**config.mk**
```make
export PLATFORM = sky130hd
export DESIGN_NAME = multichannel_voltage_scaler
export DESIGN_NICKNAME = d
export VERILOG_FILES = /design/src/rtl/multichannel_voltage_scaler.sv
export SDC_FILE = /design/constraint.sdc
export NUM_CORES = 1
export LEC_CHECK = 0
export CAP_MARGIN = 25
export CORE_AREA = 2 2 244 246
export CTS_CLUSTER_DIAMETER = 50
export DETAILED_ROUTE_END_ITERATION = 10
export DIE_AREA = 0 0 246 248
export GPL_ROUTABILITY_DRIVEN = 1
export GPL_TIMING_DRIVEN = 1
export HOLD_SLACK_MARGIN = 0.1
export PLACE_DENSITY = 0.79
export SLEW_MARGIN = 20
export SYNTH_ARGS = -nofsm -noshare
export SYNTH_HDL_FRONTEND = slang
export SYNTH_SLANG_ARGS = --single-unit
```
**constraint.sdc**
```tcl
create_clock -name clk -period 37.5 [get_ports clk]
set_clock_uncertainty 0.05 [all_clocks]
set_input_delay 11.25 -clock clk [delete_from_list [all_inputs] [get_ports clk]]
set_output_delay 11.25 -clock clk [all_outputs]
set_load 0.005 [all_outputs]
```
**src/rtl/multichannel_voltage_scaler.sv**
```systemverilog
// Pipelined ADC-code to millivolt scaler: out = floor(in * MUL * SCALE / DIV), saturated,
// with a per-channel bank of last and peak-hold values behind a registered read port.
module multichannel_voltage_scaler #(
    parameter int IN_W  = 12,
    parameter int OUT_W = 12,
    parameter int CH    = 13,
    parameter int CH_W  = 4,
    parameter int MUL   = 25_177,
    parameter int SCALE = 32,
    parameter int DIV   = 1_000_000
) (
    input  logic             clk,
    input  logic             rst_n,
    input  logic             in_valid,
    input  logic [CH_W-1:0]  in_ch,
    input  logic [IN_W-1:0]  in,
    output logic             out_valid,
    output logic [CH_W-1:0]  out_ch,
    output logic [OUT_W-1:0] out,
    output logic             out_sat,
    input  logic [CH_W-1:0]  rd_ch,
    output logic [OUT_W-1:0] rd_last,
    output logic [OUT_W-1:0] rd_peak,
    input  logic             peak_clr
);

    localparam int MUL_BITS   = $clog2(MUL + 1);
    localparam int SCALE_BITS = $clog2(SCALE + 1);
    localparam int P1_W       = IN_W + MUL_BITS;
    localparam int PROD_W     = P1_W + SCALE_BITS;

    localparam logic [P1_W-1:0]   MUL_C   = P1_W'(MUL);
    localparam logic [PROD_W-1:0] SCALE_C = PROD_W'(SCALE);
    localparam logic [PROD_W-1:0] DIV_C   = PROD_W'(DIV);
    localparam logic [PROD_W-1:0] OUT_MAX = PROD_W'((64'd1 << OUT_W) - 64'd1);
    localparam logic [CH_W:0]     CH_C    = (CH_W + 1)'(CH);

    logic              s1_valid_reg, s2_valid_reg, s3_valid_reg;
    logic [CH_W-1:0]   s1_ch_reg, s2_ch_reg, s3_ch_reg;
    logic [P1_W-1:0]   s1_data_reg;
    logic [PROD_W-1:0] s2_data_reg;
    logic [PROD_W-1:0] s3_data_reg;

    logic              sat_next;
    logic [OUT_W-1:0]  out_next;

    // Data path carries no reset; only the valid/tag shadow needs clearing.
    always_ff @(posedge clk) begin
        s1_data_reg <= P1_W'(in) * MUL_C;
        s2_data_reg <= PROD_W'(s1_data_reg) * SCALE_C;
        s3_data_reg <= s2_data_reg / DIV_C;
    end

    always_comb begin
        sat_next = (s3_data_reg > OUT_MAX);
        out_next = sat_next ? {OUT_W{1'b1}} : s3_data_reg[OUT_W-1:0];
    end

    always_ff @(posedge clk) begin
        if (!rst_n) begin
            s1_valid_reg <= 1'b0;
            s2_valid_reg <= 1'b0;
            s3_valid_reg <= 1'b0;
            s1_ch_reg    <= '0;
            s2_ch_reg    <= '0;
            s3_ch_reg    <= '0;
            out_valid    <= 1'b0;
            out_ch       <= '0;
            out          <= '0;
            out_sat      <= 1'b0;
        end else begin
            s1_valid_reg <= in_valid;
            s2_valid_reg <= s1_valid_reg;
            s3_valid_reg <= s2_valid_reg;
            s1_ch_reg    <= in_ch;
            s2_ch_reg    <= s1_ch_reg;
            s3_ch_reg    <= s2_ch_reg;
            out_valid    <= s3_valid_reg;
            out_ch       <= s3_ch_reg;
            out          <= out_next;
            out_sat      <= sat_next;
        end
    end

    logic [OUT_W-1:0] last_q [CH];
    logic [OUT_W-1:0] peak_q [CH];

    genvar gi;
    generate
        for (gi = 0; gi < CH; gi++) begin : g_bank
            logic             hit;
            logic [OUT_W-1:0] last_reg;
            logic [OUT_W-1:0] peak_reg;

            assign hit = out_valid && (out_ch == CH_W'(gi));

            // A clear coinciding with a write loads the new value into a fresh peak.
            always_ff @(posedge clk) begin
                if (!rst_n) begin
                    last_reg <= '0;
                    peak_reg <= '0;
                end else begin
                    if (hit) begin
                        last_reg <= out;
                    end
                    if (peak_clr) begin
                        peak_reg <= hit ? out : '0;
                    end else if (hit && (out > peak_reg)) begin
                        peak_reg <= out;
                    end
                end
            end

            assign last_q[gi] = last_reg;
            assign peak_q[gi] = peak_reg;
        end
    endgenerate

    always_ff @(posedge clk) begin
        if (!rst_n) begin
            rd_last <= '0;
            rd_peak <= '0;
        end else if ({1'b0, rd_ch} < CH_C) begin
            rd_last <= last_q[rd_ch];
            rd_peak <= peak_q[rd_ch];
        end else begin
            rd_last <= '0;
            rd_peak <= '0;
        end
    end

endmodule

```
== Word-level counts from Yosys, hierarchy flattened ==
Cells that the tools add are included.
Operators by class
  equal/unequal tests: 12
  $mul: 1
  muxes and demuxes: 46
  reduce and logical (&&, ||, !) cells: 41
  $lt $le $gt $ge: 16
  bitwise operators: 1
  div/mod/pow operators: 1
Operators by type and width (count)
  12-bit two-way mux: 44
  12-bit greater-than comparator: 13
  12-bit binary-select mux with 4-bit select: 2
  32-bit by 20-bit divider with 33-bit output (second input constant): 1
  33-bit by 12-bit greater-than comparator with 1-bit output (second input constant): 1
  12-bit by 15-bit multiplier with 27-bit output (second input constant): 1
  1-bit logical AND: 26
  2-bit nonzero test: 13
  4-bit equality test (second input constant): 5
  4-bit by 3-bit equality test with 1-bit output (second input constant): 4
  4-bit by 2-bit equality test with 1-bit output (second input constant): 2
  5-bit greater-or-equal comparator (second input constant): 1
  4-bit NOT with 5-bit output: 1
  4-bit by 1-bit equality test with 1-bit output (second input constant): 1
  4-bit zero test: 1
  4-bit < comparator (second input constant): 1
  2-bit AND reduction: 1
Storage, ports and cells
  word-level logic and storage cells: 159
  output and inout bits: 42
  register bits: 456

== Longest topological paths before layout ==
  word-level depth: 5
  gate-level depth with buffers: 62
  gate-level depth less buffers: 52

== Worst setup path after synthesis ==
No wires, ideal clock.
  path kind: in2reg
  start: input in[4]
  end: register s1_data_reg[26]
  buffers on the path: 0
  stages on the path: 30
  setup slack: 21.258 ns
  library setup time: 0.120 ns
  required time: 37.330 ns
  data arrival time: 16.072 ns
  cells stage by stage: inv_1 -> ha_1 -> inv_1 -> ha_1 -> ha_1 -> inv_1 -> fa_1 -> inv_1 -> fa_1 -> ha_1 -> inv_1 -> o21bai_1 -> a21oi_1 -> o21bai_1 -> a21oi_1 -> o21bai_1 -> a21oi_1 -> o21bai_1 -> a21oi_1 -> o21bai_1 -> a21oi_1 -> o21bai_1 -> a21oi_1 -> o21bai_1 -> a21oi_1 -> o21bai_1 -> a21oi_1 -> o21bai_1 -> a21oi_1 -> xnor2_1
On the way
  word-level cells in the longest chain between the ends: 1
Ends and longest elaborated chain
  start, declared: line 16  | input logic [IN_W-1:0] in,
  12-bit by 15-bit multiplier with 27-bit output: line 49  | s1_data_reg <= P1_W'(in) * MUL_C;
  end signal, assigned: line 49
  end, declared: line 40  | logic [P1_W-1:0] s1_data_reg;
Every way passes these cells.
A chain may end at the register's enable or synchronous reset.

== Worst setup path after layout ==
  start: register s2_data_reg[19]
  end: register s3_data_reg[0]
On the way
  word-level cells in the longest chain between the ends: 1
Ends and longest elaborated chain
  start, declared: line 41  | logic [PROD_W-1:0] s2_data_reg;
  start signal, assigned: line 50  | s2_data_reg <= PROD_W'(s1_data_reg) * SCALE_C;
  32-bit by 20-bit divider with 33-bit output: line 51  | s3_data_reg <= s2_data_reg / DIV_C;
  end signal, assigned: line 51
  end, declared: line 42  | logic [PROD_W-1:0] s3_data_reg;
Every way passes these cells.

==> results.json <==
{
  "route.vias.total": 27300,
  "seqCellArea_sq_mm": 0.008742,
  "crit-reg2reg-launch": "s2_data_reg[19]",
  "final.setup.worst_slack_ns": 20.74,
  "synthCells": 3715,
  "r2r_setup_slack_ns": 20.74,
  "wirelength_mm": 82.12,
  "cts_tree": "done",
  "clock-sinks": 436,
  "die_h_microns": 248,
  "final_common_cell": "nand2_1",
  "gp_congestion": 0.9152,
  "n_fill_cell": 5026,
  "drive_gt1_share_pct": 9.659,
  "path_max_fanout": 23,
  "antenna_found_initial": 1,
  "yosysWarnings": 0,
  "grt_max_degree": 134,
  "drc_errors": 0,
  "start_util_pct": 54.44,
  "cts_max_level": 2,
  "slowest_delay_ns": 0.63,
  "dieArea_sq_mm": 0.06101,
  "num-nets-final": 3962,
  "crit_required_ns": 37.93,
  "synth_edf_count": 0,
  "dp_slack_ns": 20.11,
  "num_rows": 89,
  "cp-start-kind": "register",
  "fin_crit_sh_pct": 44.70,
  "io_pins": 66,
  "wl_per_cell_microns": 18.38,
  "cts_hold_buf": 0,
  "firstDrtPassIters": 6,
  "cp-end-kind": "register",
  "syn_area_per_cell_sq_um": 8.567,
  "clock.fmax_mhz": 59.66,
  "yosysSeqAreaShare_pct": 27.42,
  "worstReg2RegEnd": "s3_data_reg[0]",
  "multiInputGateArea_sq_mm": 0.02104,
  "async_reset_ff_share_pct": 0,
  "cts-root-buf": "clkbuf_16",
  "r2r_cells": 50,
  "syn2layout_area_growth_pct": 8.979,
  "syn_area_sq_mm": 0.03183,
  "clk_pin_slew_ns": 0.06,
  "drv_cap": 0,
  "tightest_slew_ns": 0.9838,
  "grt_pass1_wl_mm": 132.4,
  "crit_arrival_ns": 17.20,
  "post-cts-setup-buffer-count": 0,
  "synth-main-ff-cell": "dfxtp_1",
  "first_global_vias": 25620,
  "setup_tns_ns": 0,
  "port_buffers": 65,
  "fin_crit_ns": 16.76,
  "hold_class": "reg2reg",
  "coreArea_sq_mm": 0.05846,
  "numCtsBuffers": 52,
  "synth_nets": 4023,
  "viasPerCell": 6.109,
  "die_x_microns": 246,
  "cts-resized-gates": 0,
  "worstSetupPathType": "reg2reg",
  "overflow": 0,
  "startpoint": "s2_data_reg[19]",
  "setup_viol": 0,
  "antenna_cells": 0,
  "clk_path_buf_depth": 3,
  "drv_slew": 0,
  "status": "finished, final reports clean",
  "hold_violations": 0,
  "final_cell_mix": "nand2_1 (509), dfxtp_1 (425), inv_1 (281), a21boi_0 (279), ha_1 (249)",
  "rsz0062_at_grt": "false",
  "grtUsageTotal_pct": 26.49,
  "cp_slowest_cell": "or4_1",
  "relSlewSlack_pct": 34.17,
  "drtAntennaViolNets": 0,
  "cp-endpoint": "s3_data_reg[0]",
  "yosys.cell_types.count": 133,
  "ys_ff_latch": 436,
  "insertion_delay_ns": 0.63,
  "hpwl_mm": 57.08,
  "drt_iter0_drc": 2242
}
## how the worst min path moves through the flow
stage                         start              end  slack, ns  cells after the start
floorplan            s1_data_reg[5]  s2_data_reg[10]       0.26                      0
global placement    s1_data_reg[19]  s2_data_reg[24]       0.26                      0
detailed placement  s1_data_reg[19]  s2_data_reg[24]       0.26                      0
CTS                 s1_data_reg[11]  s2_data_reg[16]       0.28                      0
global route        s1_data_reg[18]  s2_data_reg[23]       0.28                      0
finish               s1_data_reg[4]   s2_data_reg[9]       0.27                      0
## through the flow
| step | std cells | utilization, % | cell area [sq um] | hold WS, ns |
|---|---|---|---|---|
| final | 4469 | 59.33 | 34680 | 0.2741 |
| after CTS | 4464 | 59.22 | 34620 | 0.2753 |
| after global placement | 4367 | 56.20 | 32860 | 0.2608 |
| after floorplan | 3715 | - | 31830 | 0.2596 |
| after global routing | 4469 | 59.33 | 34680 | 0.2801 |
| after detailed placement | 4368 | 56.22 | 32870 | 0.2621 |
## worst max-delay path: cells and delay by family, from the launching register on
| kind | cells | cell delay [ns] |
|---|---|---|
| flops | 1 | 0.59 |
| mux | 1 | 0.24 |
| compound gates | 26 | 8.37 |
| simple gates | 19 | 6.41 |
| buf+inv | 4 | 0.95 |
## layer usage
metal	GRT usage, %	vias to the layer above	share of wire (%)
met1	35.16	13060	44
met3	3.320	161	6.8
met5	0	-	0
met2	44.23	957	46
li1	-	13120	-
met4	9.572	0	3.1
## synthesized netlist by cell type (70+ instances only)
master / number / area [sq um]
xnor2_1: 93 / 814.5
a21boi_0: 279 / 2095
dfxtp_1: 436 / 8728
mux2i_1: 72 / 720.7
ha_1: 249 / 3115
a21o_1: 71 / 533.0
mux4_2: 72 / 1622
nor2_1: 137 / 514.2
o21ai_0: 70 / 350.3
clkbuf_1: 175 / 656.9
inv_1: 282 / 1059
a21oi_1: 154 / 770.7
nand2_1: 509 / 1911
nand3b_1: 149 / 1119
## cell type report
cell class	count	share of cell area, %
clock buffers	63	4.015
inverters	291	3.156
flip-flops and latches	436	25.20
clock inverters	33	1.050
repair buffers	119	3.120
well taps	773	2.789
multi-input cells	2754	60.67
## cells by family (layout without fill, tap and decap cells)
kind of cell,after synthesis,count (layout),synth area share (%)
mux,152,152,7.690
flops,436,436,27.42
xor+xnor,123,123,3.503
compound gates,989,989,22.99
fa+ha+maj,299,299,12.46
buf+inv,525,506,6.526
simple gates,1191,1191,19.40
Power is left out: the tool's default activity adds up to more than one toggle a clock period on the data nets, which glitch-free logic cannot reach.
